<file path="config.mk">
export PLATFORM = sky130hd
export DESIGN_NAME = factorial_engine
export DESIGN_NICKNAME = d
export VERILOG_FILES = /design/src/rtl/factorial_pkg.sv /design/src/rtl/fact_mul.sv /design/src/rtl/factorial_engine.sv
export SDC_FILE = /design/constraint.sdc
export NUM_CORES = 1
export LEC_CHECK = 0
export CORE_UTILIZATION = 55
export CTS_BUF_LIST = sky130_fd_sc_hd__clkbuf_8
export CTS_CLUSTER_SIZE = 20
export DETAILED_ROUTE_END_ITERATION = 6
export PLACE_DENSITY = 0.74
export SYNTH_ARGS = -nofsm -noshare
export SYNTH_HDL_FRONTEND = slang
export SYNTH_SLANG_ARGS = --single-unit
</file>
<file path="constraint.sdc">
create_clock -name Clk -period 6.77 [get_ports Clk]
set_input_delay 1.354 -clock Clk [delete_from_list [all_inputs] [get_ports Clk]]
set_output_delay 1.354 -clock Clk [all_outputs]
set_load 0.005 [all_outputs]
</file>
<file path="src/rtl/factorial_pkg.sv">
// Shared types and default widths for the iterative factorial engine.
package factorial_pkg;

  typedef enum logic [1:0] {
    IDLE = 2'd0,
    MULT = 2'd1,
    DONE = 2'd2
  } state_t;

  localparam int N_W_DEF = 8;
  localparam int R_W_DEF = 16;

endpackage

</file>
<file path="src/rtl/fact_mul.sv">
// Combinational N_W x R_W multiplier: low R_W product bits plus an overflow
// flag raised when any of the upper N_W product bits is set.
module fact_mul
  import factorial_pkg::*;
#(
  parameter int N_W = N_W_DEF,
  parameter int R_W = R_W_DEF
) (
  input  logic [R_W-1:0] acc,
  input  logic [N_W-1:0] n,
  output logic [R_W-1:0] lo,
  output logic           ovf
);

  logic [N_W+R_W-1:0] product_s;

  // Form the full-width product, then split it into kept bits and overflow.
  always_comb begin
    product_s = {{N_W{1'b0}}, acc} * {{R_W{1'b0}}, n};
    lo        = product_s[R_W-1:0];
    ovf       = |product_s[N_W+R_W-1:R_W];
  end

endmodule

</file>
<file path="src/rtl/factorial_engine.sv">
// Iterative factorial engine: one multiply per clock, sticky overflow flag.
// Optional build macro FACTORIAL_SAT_EN saturates Result to all-ones on overflow.
module factorial_engine
  import factorial_pkg::*;
#(
  parameter int N_W = N_W_DEF,
  parameter int R_W = R_W_DEF
) (
  input  logic           Clk,
  input  logic           Rst,
  input  logic           Start,
  input  logic [N_W-1:0] D_in,
  output logic           Busy,
  output logic           Done,
  output logic [R_W-1:0] Result,
  output logic           Ovf
);

  localparam logic [N_W-1:0] N_ONE = {{(N_W-1){1'b0}}, 1'b1};
  localparam logic [R_W-1:0] R_ONE = {{(R_W-1){1'b0}}, 1'b1};

  state_t         state_r;
  logic [N_W-1:0] n_r;
  logic [R_W-1:0] mul_lo_s;
  logic           mul_ovf_s;
  logic [R_W-1:0] next_res_s;

  fact_mul #(
    .N_W (N_W),
    .R_W (R_W)
  ) u_mul (
    .acc (Result),
    .n   (n_r),
    .lo  (mul_lo_s),
    .ovf (mul_ovf_s)
  );

  // Next accumulator value; the saturating build pins it once overflow is seen.
  always_comb begin
`ifdef FACTORIAL_SAT_EN
    if (Ovf || mul_ovf_s) begin
      next_res_s = {R_W{1'b1}};
    end else begin
      next_res_s = mul_lo_s;
    end
`else
    next_res_s = mul_lo_s;
`endif
  end

  // Control FSM with the operand down-counter and Result/Ovf registers.
  always_ff @(posedge Clk) begin
    if (Rst) begin
      state_r <= IDLE;
      n_r     <= {N_W{1'b0}};
      Result  <= {R_W{1'b0}};
      Busy    <= 1'b0;
      Done    <= 1'b0;
      Ovf     <= 1'b0;
    end else begin
      case (state_r)
        IDLE, DONE: begin
          if (Start) begin
            state_r <= MULT;
            n_r     <= D_in;
            Result  <= R_ONE;
            Ovf     <= 1'b0;
            Busy    <= 1'b1;
            Done    <= 1'b0;
          end else begin
            state_r <= state_r;
            Busy    <= 1'b0;
            Done    <= (state_r == DONE);
          end
        end
        MULT: begin
          // 0 and 1 skip the multiply entirely, so both yield 1.
          if (n_r > N_ONE) begin
            n_r    <= n_r - N_ONE;
            Result <= next_res_s;
            Ovf    <= Ovf | mul_ovf_s;
            Busy   <= 1'b1;
            Done   <= 1'b0;
          end else begin
            state_r <= DONE;
            Busy    <= 1'b0;
            Done    <= 1'b1;
          end
        end
        default: begin
          state_r <= IDLE;
          Busy    <= 1'b0;
          Done    <= 1'b0;
        end
      endcase
    end
  end

endmodule

</file>
== After elaboration in Yosys (flattened, before gate mapping) ==
Index checks and enable logic that the tools add are counted.
W data, S select, Z words.

* Register bits after elaboration: 29
* Latch bits: 0
* RAM bits: 0
* ROM bits: 0
* Input port bits: 11
* Logic and storage cells: 39
* Memories kept: 0

* Add/sub/neg operators: 1
* $mul: 1
* Divide/modulo/power cells: 0
* Order comparisons: 1
* Eq/ne operators: 5
* Shifts and indexed selects: 0
* Muxes and demuxes: 18
* Bitwise operators: 1
* Reductions and logical operators: 6

{| class="wikitable"
|+ Operators by type and width
! operator !! count
|-
| $mux W16 || 2
|-
| $pmux W16 S2 || 1
|-
| $mul A16 B8 Y24 || 1
|-
| $mux W8 || 2
|-
| $pmux W8 S2 || 1
|-
| $gt A8 B1 Y1 const B || 1
|-
| $reduce_or A8 Y1 || 1
|-
| $sub A8 B1 Y8 const B || 1
|-
| $mux W1 || 6
|-
| $ne A2 B2 Y1 const B || 3
|-
| $pmux W1 S2 || 3
|-
| $mux W2 || 2
|-
| $pmux W2 S2 || 1
|-
| $reduce_and A3 Y1 || 1
|-
| $eq A2 B1 Y1 const B || 1
|-
| $eq A2 B2 Y1 const B || 1
|-
| $logic_not A2 Y1 || 1
|-
| $reduce_and A2 Y1 || 1
|-
| $reduce_bool A2 Y1 || 1
|-
| $reduce_or A2 Y1 || 1
|-
| $or A1 B1 Y1 || 1
|}

== Depth between registers and ports, before layout ==
Gate-level depths: netlist (run 1).

* Word-level depth: 5
* Gate-level depth with buffers: 20
* Gate-level depth less buffers: 17

== By module ==
Synthesis (run 1) repeated with hierarchy kept, for this count alone.

* Cell total of the unflattened synthesis: 601
* Area total of the unflattened synthesis: 5337.6 um^2

{| class="wikitable"
|+ Modules (own cells, without submodules)
! module !! times used !! cells an instance !! area an instance (um^2) !! sequential area each (um^2)
|-
| fact_mul || 1 || 483 || 4115.2 || 0.0
|-
| factorial_engine || 1 || 118 || 1222.4 || 580.6
|}

== Worst setup path before layout (run 1) ==
OpenSTA, ideal clock, no wires.

* Path type: register to register
* Start: register n_r[7]
* End: register Ovf
* Arrival time: 4.808 ns
* Required time: 6.636 ns
* Path slack: 1.828 ns
* Cell stages (with the launch flop): 18
* Path buffers: 3
* Period minus slack after synthesis: 4.942 ns
* Cells stage by stage: dfxtp_1 > clkbuf_1 > clkbuf_1 > nand2_1 > fa_1 > fa_1 > fa_1 > fa_1 > inv_1 > ha_1 > buf_2 > a21o_1 > a21oi_1 > o21ba_2 > o221ai_2 > or3_1 > a2111oi_2 > a31oi_1

* Cells in the longest elaborated chain, start to end: 5
* Elaborated cells on any way between the ends: 8

{| class="wikitable"
|+ RTL lines
! item !! RTL line !! source
|-
| start, declared || factorial_engine.sv:23 || <nowiki>logic [N_W-1:0] n_r;</nowiki>
|-
| start signal, assigned || factorial_engine.sv:55 || <nowiki>n_r <= {N_W{1'b0}};</nowiki>
|-
| start signal, assigned || factorial_engine.sv:65 || <nowiki>n_r <= D_in;</nowiki>
|-
| start signal, assigned || factorial_engine.sv:79 || <nowiki>n_r <= n_r - N_ONE;</nowiki>
|-
| $mul A16 B8 Y24 || fact_mul.sv:19 || <nowiki>product_s = {{N_W{1'b0}}, acc} * {{R_W{1'b0}}, n};</nowiki>
|-
| $reduce_or A8 Y1 || fact_mul.sv:21 || <nowiki>ovf = |product_s[N_W+R_W-1:R_W];</nowiki>
|-
| $or A1 B1 Y1 || factorial_engine.sv:81 || <nowiki>Ovf <= Ovf | mul_ovf_s;</nowiki>
|-
| $mux W1 || factorial_engine.sv:78 || <nowiki>if (n_r > N_ONE) begin</nowiki>
|-
| $pmux W1 S2 || factorial_engine.sv:61 || <nowiki>case (state_r)</nowiki>
|-
| end signal, assigned || factorial_engine.sv:81 ||
|-
| end, declared || factorial_engine.sv:16 || <nowiki>output logic Ovf</nowiki>
|}

Parallel ways exist; a longest one is shown, timed or not. The select of a mux whose other input is x is not followed.
A chain may end at the register's enable or synchronous reset.

== Worst setup path in the final report (run 1) ==
* Start: register n_r[4]
* End: register Ovf

Same word-level chain as after synthesis.

==> results of run 1 <==
-- where the power goes --
group / internal (W) / total, W / switching [W]
logic: 0.0000463 / 0.000123 / 0.0000769
clock network: 0.0000710 / 0.000150 / 0.0000793
registers: 0.000182 / 0.000231 / 0.0000488
total: 0.000299 / 0.000504 / 0.000205
-- Yosys cell counts, types with 3 or more instances --
master,instances
o21bai_1,3
or3_1,4
inv_1,107
clkbuf_1,26
o21ai_1,3
and2_1,95
nor2_1,32
o31ai_1,5
nor2b_1,3
xor2_1,7
a211oi_1,8
ha_1,46
xnor2_1,5
nand2_1,59
nor3_1,8
a21oi_1,39
o211ai_1,3
fa_1,84
a22oi_1,3
mux2i_1,3
buf_2,4
nand2b_1,6
nand3_1,19
o21ai_0,18
a21o_1,5
nor4_1,4
dfxtp_1,29
and3_1,4
-- routing by layer --
| metal | up-vias | GRT usage (%) | part of all wire (%) |
|---|---|---|---|
| met4 | 0 | 6.37 | 1.3 |
| met2 | 124 | 47.2 | 52 |
| met1 | 2342 | 34.9 | 43 |
| met3 | 18 | 2.33 | 4.2 |
| li1 | 2123 | - | - |
| met5 | - | 0 | 0 |
-- state kept, by name, indices dropped and copies added, names as in the netlist --
register and cells:
Ovf 1, Result 16, Done 1, Busy 1, state_r 2, n_r 8
-- logic make-up after synthesis --
| logic type | after synthesis |
|---|---|
| fa+ha+maj | 130 |
| mux | 3 |
| simple gates | 242 |
| xor+xnor | 12 |
| compound gates | 107 |
| buf+inv | 139 |
| flops | 29 |
-- worst paths after layout --
| path | startpoint | endpoint | slack [ps] | depth (start not counted) |
|---|---|---|---|---|
| max reg2reg | n_r[4]$_SDFFE_PP0P_ | Ovf$_SDFFE_PP0P_ | 1320 | 15 |
| min reg2reg | state_r[1]$_SDFFE_PP0P_ | Done$_SDFF_PP0_ | 560 | 2 |
| max | n_r[4]$_SDFFE_PP0P_ | Ovf$_SDFFE_PP0P_ | 1320 | 15 |
| min | state_r[1]$_SDFFE_PP0P_ | Done$_SDFF_PP0_ | 560 | 2 |
-- final cells by class --
type | instances | area, um^2
fillers | 902 | 3820
clock buffers | 5 | 68.8
multi-input cells | 494 | 4380
flip-flops and latches | 29 | 581
inverters | 107 | 402
well taps | 133 | 166
clock inverters | 3 | 17.5
repair buffers | 29 | 290
-- metrics by stage --
stage	hold WS (ps)	setup slack, ps
after floorplan	498	1830
after global placement	517	1620
after detailed placement	531	1410
after CTS	553	1380
after global routing	583	1090
final	556	1320
-- worst max-delay path, stage by stage (launching register included) --
cell and delay [ps]:
dfxtp_1 790, nand2_1 180, fa_1 570, inv_1 50, fa_1 480, fa_1 550
inv_1 50, fa_1 530, inv_1 40, ha_1 410, nand3_1 310, or4_1 490
o21ai_0 280, mux2i_1 150, a2111oi_2 340, a31oi_1 110
==> flow_summary.yaml, run 1 <==
synth:
  synth_fp_nets: 803
  synth.yosys.seq_area_share_pct: 10.6
  post-synth-top-area-fraction_pct: 30.6
  synthDominantAreaCellType: "fa_1"
  synth_top_family_by_area: "adder cells"
  ys_seq_elements: 29
  synth_xor_xnor_area_share_pct: 1.91
  synth.yosys.warnings: 0
  synth-compound-area-share_pct: 13.0
  synth_edf_count: 0
  mean_post_synth_cell_area_um2: 8.30
  simple_logic_cell_fraction_of_the_synthesized_area_pct: 23.2
  netlist_top_cells_area: "fa_1 31%, and2_1 11%, dfxtp_1 11%"
  syn-instance-count: 662
  synthesis.area_um2: 5490
  synth_async_sr_flop_share_pct: 0
  synthMuxAreaShare_pct: 0.547
  postSynth.topFlopCell: "dfxtp_1"
  adder_and_majority_cell_fraction_of_the_synthesized_area_pct: 41.1
  yosysUniqueCellTypes: 49
cells_and_area:
  final_common_cell: "inv_1"
  layout.cells.non_filler: 800
  net_count_of_the_finished_layout: 807
  syn2layout_area_growth_pct: 7.56
  final_cell_mix: "107 x inv_1, 95 x and2_1, 84 x fa_1, 59 x nand2_1, 46 x ha_1"
  finish.instance_area_um2: 5910
  final_util_pct: 60.7
  antennaDiodeCount: 0
  layout-drive-gt1-share_pct: 2.70
sta:
  worst_slew_pin_slew_ps: 1190
  setup-violations-final: 0
  achievable-frequency_ghz: 0.184
  timing.final.hold_violations: 0
  slew-limit-headroom_pct: 20.4
  final.period_utilization_pct: 80.5
  final_period_minus_worst_setup_slack_ps: 5450
  rsz0062_at_grt: "false"
  final-max-slew-violation-count: 0
  aggregate_negative_setup_slack_ps: 0
  worst_clock_skew_ps: 12.5
die:
  initial_utilization_pct: 56.4
  floorplan.die_area_um2: 10400
  std_cell_rows: 36
  ios: 30
  die_width_um: 102
  placeableCoreArea_um2: 9730
  die_h_um: 102
clock_network:
  postCtsHoldBufs: 0
  clock_tree.root_cell: "clkbuf_8"
  clk-insertion-delay-late_ps: 300
  clkTransAtPathRegs_ps: 80
  clock_sinks: 29
  post-cts-setup-buffers: 0
  cts_tree: "yes"
  maximum_count_of_clock_buffers_along_a_single_path: 2
  number_of_buffers_created_by_cts: 5
  cts_resized: 0
  ctsHtreeMaxLevel: 2
drt:
  pre_antenna_drt_iters: 5
  drtAntennaViolNets: 0
  routedWlPerCell_um: 15.9
  finalWirelength_mm: 12.7
  route.detailed.vias_per_inst: 5.76
  vias_post_dr: 4607
  remaining_drc_errors: 0
  initialDrtViolationCount: 255
worst_setup_path:
  crit_path_start_kind: "flip-flop"
  critical_path_arrival_ps: 5630
  worstPathMaxFanout: 22
  critical_path_required_ps: 6950
  worst-setup-path-type: "reg -> reg"
  endpoint_kind: "flip-flop"
power_and_ir_drop:
  pwr_density_cell_nw_per_um2: 85.4
  vdd_drop_max_uv: 105
  finalPower_w: 0.000504
  leakage_nw: 2.82
global_route:
  residual_overflow_from_global_routing: 0
  groute.usage.overall_pct: 26.5
  grt_pass1_vias: 4599
  grt_antenna_before_repair: 0
  grt_first_pass_wirelength_mm: 21.5
  grt_max_degree: 30
placed_design:
  placedInstanceArea_um2: 5820
  io_buffers: 29
  finalWeightedCongestion: 0.921
  place.detailed.hpwl_mm: 9.78
  place_inst: 792
run_status:
  status: "finished, final reports clean"
worst_hold_path:
  hold_wc_path_type: "reg -> reg"
run:
  cap_viol_max_count: 0
(Power assumes the default switching activity.)
==> run 2, diff against run 1 <==
clock period = 5.5 ns   (was 6.77 ns; I/O delays follow)
==> run 2 against run 1 <==
  * Critical path depth did not move
  * Via count rose by 1.1%
  * Fmax rose by 3.2%
  * Core utilization rose by 0.86 points
  * Highest routed layer unchanged
  * Non-clock buffer count rose by 7
  * Sequential power rose by 22%
  * Register-to-register slack got worse by 1100 ps
  * Clock skew fell by 4.7 ps
  * Clock power rose by 61%
  * Flip-flop and latch count did not move
==> flow_summary.yaml, run 2 (synthesis gave the netlist of run 1 again) <==
worst_hold_path:
  worstHoldPathCells: 2
  hold_wc_path_type: "reg -> reg"
  hp-start: "state_r[1]$_SDFFE_PP0P_"
  end_point_of_the_worst_hold_path: "Done$_SDFF_PP0_"
sta:
  final-max-slew-violation-count: 0
  holdWs_ps: 572
  rsz0062_at_grt: "false"
  setup_ws_ps: 222
  final.period_utilization_pct: 96.0
  worst_clock_skew_ps: 7.81
  aggregate_negative_setup_slack_ps: 0
  final_period_minus_worst_setup_slack_ps: 5280
  achievable-frequency_ghz: 0.189
  timing.final.hold_violations: 0
  setup-violations-final: 0
  worst_slew_pin_slew_ps: 924
  slew-limit-headroom_pct: 38.2
global_route:
  grt_first_pass_wirelength_mm: 22.1
  groute.usage.overall_pct: 27.6
  residual_overflow_from_global_routing: 0
  grt_antenna_before_repair: 0
  grt_max_degree: 30
  grt_pass1_vias: 4647
drt:
  route.detailed.vias_per_inst: 5.77
  routedWlPerCell_um: 16.6
  remaining_drc_errors: 0
  finalWirelength_mm: 13.4
  vias_post_dr: 4658
  pre_antenna_drt_iters: 5
  drtAntennaViolNets: 0
  initialDrtViolationCount: 200
cells_and_area:
  net_count_of_the_finished_layout: 814
  nFillCells: 886
  top_regs: "Result (16), n_r (8), state_r (2)"
  final_common_cell: "inv_1"
  layout-drive-gt1-share_pct: 3.71
  syn2layout_area_growth_pct: 9.09
  final_cell_mix: "108 x inv_1, 95 x and2_1, 84 x fa_1, 59 x nand2_1, 46 x ha_1"
  max_reg_flops: 16
  final_util_pct: 61.6
  antennaDiodeCount: 0
  registers.top_by_ff_count: "Result"
clock_network:
  ctsHtreeMaxLevel: 2
  post-cts-setup-buffers: 0
  number_of_buffers_created_by_cts: 5
  clkTransAtPathRegs_ps: 80
  clock_sinks: 29
  cts_tree: "yes"
  clk-insertion-delay-late_ps: 290
  maximum_count_of_clock_buffers_along_a_single_path: 2
  clock_tree.root_cell: "clkbuf_8"
worst_setup_path:
  worst_r2r_startpoint: "n_r[3]$_SDFFE_PP0P_"
  r2r_setup_slack_ps: 220
  worstPathMaxFanout: 18
  crit_path_start_kind: "flip-flop"
  endpoint_kind: "flip-flop"
  critical_path_required_ps: 5670
  r2r_cells: 15
  timing.rr.end: "Ovf$_SDFFE_PP0P_"
  worst-setup-path-type: "reg -> reg"
  critical_path_arrival_ps: 5450
power_and_ir_drop:
  portion_of_total_power_attributed_to_the_clock_network_pct: 35.2
  pwr_density_cell_nw_per_um2: 114
  swShare_pct: 37.0
  leakage_nw: 2.87
  cell_internal_pwr_w: 0.000432
  combPwrFrac_pct: 23.8
  power_switching_w: 0.000253
  power.share.sequential_pct: 41.0
  vdd_drop_max_uv: 123
die:
  std_cell_rows: 36
  ios: 30
  die_width_um: 102
  die_h_um: 102
  initial_utilization_pct: 56.4
  placeableCoreArea_um2: 9730
  floorplan.die_area_um2: 10400
placed_design:
  place.detailed.hpwl_mm: 10.2
  io_buffers: 29
  dp_slack_ps: 192
  finalWeightedCongestion: 0.887
run:
  cap_viol_max_count: 0
run_status:
  status: "finished, final reports clean"
## run 2: layout make-up
| cell class | instances | area, um^2 | share of cell area, % |
|---|---|---|---|
| clock inverter | 2 | 33.8 | 0.564 |
| sequential | 29 | 582 | 9.71 |
| tap | 133 | 166 | 2.78 |
| multi-input combinational | 494 | 4380 | 73.1 |
| inverter | 107 | 402 | 6.70 |
| timing repair buffer | 36 | 343 | 5.72 |
| clock buffer | 6 | 82.6 | 1.38 |
## run 2: worst max path at each step
stage | start | end | slack, ps | cells past startpoint
after floorplan | n_r[7]$_SDFFE_PP0P_ | Ovf$_SDFFE_PP0P_ | 560 | 17
after global placement | n_r[2]$_SDFFE_PP0P_ | Ovf$_SDFFE_PP0P_ | 360 | 15
after detailed placement | n_r[2]$_SDFFE_PP0P_ | Ovf$_SDFFE_PP0P_ | 190 | 15
after CTS | n_r[2]$_SDFFE_PP0P_ | Ovf$_SDFFE_PP0P_ | 190 | 15
after global routing | n_r[7]$_SDFFE_PP0P_ | Ovf$_SDFFE_PP0P_ | 6 | 14
final | n_r[3]$_SDFFE_PP0P_ | Ovf$_SDFFE_PP0P_ | 220 | 15
## run 2: what timing repair did
item	4_1_cts	5_1_grt
endpoints found under the setup margin	0	1
hold buffers	0	0
gates resized for setup	0	1
## run 2: worst max-delay path, cell delays in order, from the launching register on
cell,delay [ps]
dfxtp_1,740
and2_1,260
fa_1,460
fa_1,510
fa_1,490
inv_1,50
fa_1,470
inv_1,40
ha_1,370
a211oi_2,390
nand3_2,140
o211ai_4,270
o221ai_2,150
or3_1,330
a2111oi_2,360
a31oi_1,120
## run 2: per-layer routing
metal / vias up / wire (um) / global-route usage [%]
li1: 2135 / - / -
met1: 2340 / 5560 / 34.9
met2: 151 / 6830 / 48.3
met3: 32 / 599 / 2.60
met4: 0 / 393 / 11.9
met5: - / 0 / 0
## run 2: metrics by stage
stage	power, W	cells	cell area, um^2
4_1_cts	0.000685	807	5990
5_1_grt	0.000718	807	5990
2_1_floorplan	0.000379	662	5490
3_5_place_dp	0.000446	799	5870
3_3_place_gp	0.000441	799	5870
6_report	0.000685	807	5990
## run 2: power groups by stage
stage,Sequential (W),Clock [W],Combinational (W)
final,0.000281,0.000242,0.000163
after floorplan,0.000240,0,0.000139
after detailed placement,0.000284,0,0.000162
after CTS,0.000279,0.000244,0.000162
after global placement,0.000283,0,0.000158
after global routing,0.000285,0.000253,0.000180
==> run 3, diff against run 2 <==
PLACE_DENSITY = 0.77   (was 0.74)
SLEW_MARGIN = 20   (was unset)
clock period = 4.64 ns   (was 5.5 ns; I/O delays follow)
==> run 3 against run 2 <==
  * First-iteration DRC count grew 30%
  * The flow now finishes with violations (negative setup slack)
  * Power grew 31%
  * Fmax rose by 13%
  * Setup slack worse by 260 ps
  * Cell area rose by 12%
  * Non-clock buffer count increased by 69
  * Largest power group is now clock
  * Clock power up 36%
  * Clock-buffer cell count decreased by 1
  * Clock skew decreased by 3.0 ps
  * Die area stayed put
==> flow_summary.yaml, run 3 (synthesis gave the netlist of run 1 again) <==
worst_setup_path:
  timing.rr.end: "Ovf$_SDFFE_PP0P_"
  worstPathMaxFanout: 12
  timing.critical_path.mode_cell: "fa_1"
  crit_path_top_delay_cell: "or4_1"
  worst_r2r_startpoint: "n_r[5]$_SDFFE_PP0P_"
  critical_path_arrival_ps: 4900
  cp_num_buf_inv: 3
  crit_path_start_kind: "flip-flop"
  r2r_setup_slack_ps: -40
  r2r_cells: 15
  worst-setup-path-type: "reg -> reg"
  timing.critical_path.slowest_cell_delay_ps: 540
  endpoint_kind: "flip-flop"
  worstPathCellList: "and2_1 > fa_1 > fa_1 > fa_1 > inv_1 > fa_1 > inv_1 > ha_4 > buf_4 > nand3_2 > or4_1 > o21ai_1 > mux2i_1 > a2111oi_4 > a31oi_1"
  cp_top_delay_family: "adder cells"
  critical_path_required_ps: 4870
power_and_ir_drop:
  cell_internal_pwr_w: 0.000586
  leakage_nw: 3.23
  portion_of_total_power_attributed_to_the_clock_network_pct: 36.5
  swShare_pct: 34.7
  vdd_drop_max_uv: 202
  power_switching_w: 0.000312
  power.share.sequential_pct: 35.8
  combPwrFrac_pct: 27.7
  pwr_density_cell_nw_per_um2: 133
worst_hold_path:
  hp-start: "state_r[1]$_SDFFE_PP0P_"
  end_point_of_the_worst_hold_path: "state_r[1]$_SDFFE_PP0P_"
  worstHoldPathCells: 2
  hold_wc_path_type: "reg -> reg"
sta:
  worst_clock_skew_ps: 4.83
  setup_ws_ps: -36.4
  achievable-frequency_ghz: 0.214
  worst_slew_pin_slew_ps: 987
  final-max-slew-violation-count: 0
  setup-violations-final: 1
  rsz0062_at_grt: "true"
  timing.final.hold_violations: 0
  final.period_utilization_pct: 101
  holdWs_ps: 567
  slew-limit-headroom_pct: 33.9
  final_period_minus_worst_setup_slack_ps: 4680
clock_network:
  clock_sinks: 29
  clk-insertion-delay-late_ps: 290
  clkTransAtPathRegs_ps: 70
  postCtsHoldBufs: 0
  number_of_buffers_created_by_cts: 5
  cts_tree: "yes"
  clock_tree.root_cell: "clkbuf_8"
  ctsHtreeMaxLevel: 2
  maximum_count_of_clock_buffers_along_a_single_path: 2
run:
  cap_viol_max_count: 0
die:
  placeableCoreArea_um2: 9730
  die_width_um: 102
  ios: 30
  floorplan.die_area_um2: 10400
  die_h_um: 102
  std_cell_rows: 36
  initial_utilization_pct: 56.4
placed_design:
  placedInstanceArea_um2: 6400
  io_buffers: 29
  place.detailed.hpwl_mm: 11.3
  finalWeightedCongestion: 0.919
  place_inst: 864
drt:
  drtAntennaViolNets: 0
  remaining_drc_errors: 0
  pre_antenna_drt_iters: 4
  route.detailed.vias_per_inst: 5.58
  vias_post_dr: 4888
  routedWlPerCell_um: 16.8
  initialDrtViolationCount: 259
  finalWirelength_mm: 14.8
global_route:
  grt_first_pass_wirelength_mm: 24.1
  grt_pass1_vias: 5067
  grt_max_degree: 30
  grt_antenna_before_repair: 0
  groute.usage.overall_pct: 30.2
  residual_overflow_from_global_routing: 0
cells_and_area:
  top_regs: "Result (16), n_r (8), state_r (2)"
  registers.top_by_ff_count: "Result"
  max_reg_flops: 16
  final_common_cell: "inv_1"
  finish.instance_area_um2: 6730
  antennaDiodeCount: 0
  syn2layout_area_growth_pct: 22.5
  net_count_of_the_finished_layout: 883
  layout-drive-gt1-share_pct: 17.1
  final_util_pct: 69.1
  layout.cells.non_filler: 876
  final_cell_mix: "107 x inv_1, 95 x and2_1, 82 x fa_1, 74 x buf_4, 58 x nand2_1"
  nFillCells: 739
run_status:
  status: "finished, violations left"
  failed_checks: "negative setup slack"
run 3: cell types whose count changed in the layout (fill, tap and decap cells not counted), sizes merged:
cell           before  now
clkinv              0    1
clkdlybuf4s50      29   28
inv               108  107
bufinv              1    2
buf                 7   77
clkbuf              6    5
run 3: power by group through the flow:
stage | Clock, W | Sequential (W) | Combinational [W]
finish | 0.000328 | 0.000321 | 0.000249
global route | 0.000335 | 0.000323 | 0.000273
CTS | 0.000328 | 0.000317 | 0.000243
detailed placement | 0 | 0.000320 | 0.000238
global placement | 0 | 0.000318 | 0.000230
floorplan | 0 | 0.000285 | 0.000182
run 3: what timing repair did:
action	CTS	global route
buffers inserted	2	2
resized for setup	36	7
pin swaps	14	7
endpoints found under the setup margin	5	4
run 3: worst max-delay path by stage:
| stage | from | endpoint | slack (ps) | cells past startpoint |
|---|---|---|---|---|
| detailed placement | n_r[2]$_SDFFE_PP0P_ | Ovf$_SDFFE_PP0P_ | -310 | 16 |
| floorplan | n_r[7]$_SDFFE_PP0P_ | Ovf$_SDFFE_PP0P_ | 2 | 17 |
| CTS | n_r[5]$_SDFFE_PP0P_ | Ovf$_SDFFE_PP0P_ | 5 | 15 |
| finish | n_r[5]$_SDFFE_PP0P_ | Ovf$_SDFFE_PP0P_ | -40 | 15 |
| global route | Result[11]$_SDFFE_PP0P_ | Ovf$_SDFFE_PP0P_ | -210 | 16 |
| global placement | n_r[3]$_SDFFE_PP0P_ | Ovf$_SDFFE_PP0P_ | -170 | 16 |
run 3: cell type report:
cell class	count	area, um^2	area share, %
clock buffers	5	68.8	1.02
clock inverters	3	65.1	0.967
inverters	107	402	5.97
well taps	133	166	2.47
repair buffers	105	872	13.0
multi-input cells	494	4540	67.5
flip-flops and latches	29	609	9.06
run 3: per-layer routing:
metal  GRT usage (%)  up-vias  wire length (um)
met4            11.2        0               414
met3            3.69       31               727
li1                -     2270                 -
met2            54.2      157              7720
met5               0        -                 0
met1            37.1     2430              5890
run 3: worst register-to-register path, stage by stage, from the launching register on:
cell and delay, ps:
dfxtp_4 400, and2_1 200, fa_1 500, fa_1 520
fa_1 500, inv_1 50, fa_1 480, inv_1 70
ha_4 290, buf_4 130, nand3_2 140, or4_1 540
o21ai_1 250, mux2i_1 340, a2111oi_4 60, a31oi_1 160
run 3: per-stage QoR:
stage	power, W	setup TNS (ps)	setup WS, ps
after global placement	0.000548	-180	-167
after floorplan	0.000467	0	2.03
after global routing	0.000931	-206	-206
after detailed placement	0.000558	-351	-308
after CTS	0.000889	0	5.45
final	0.000897	-36.4	-36.4
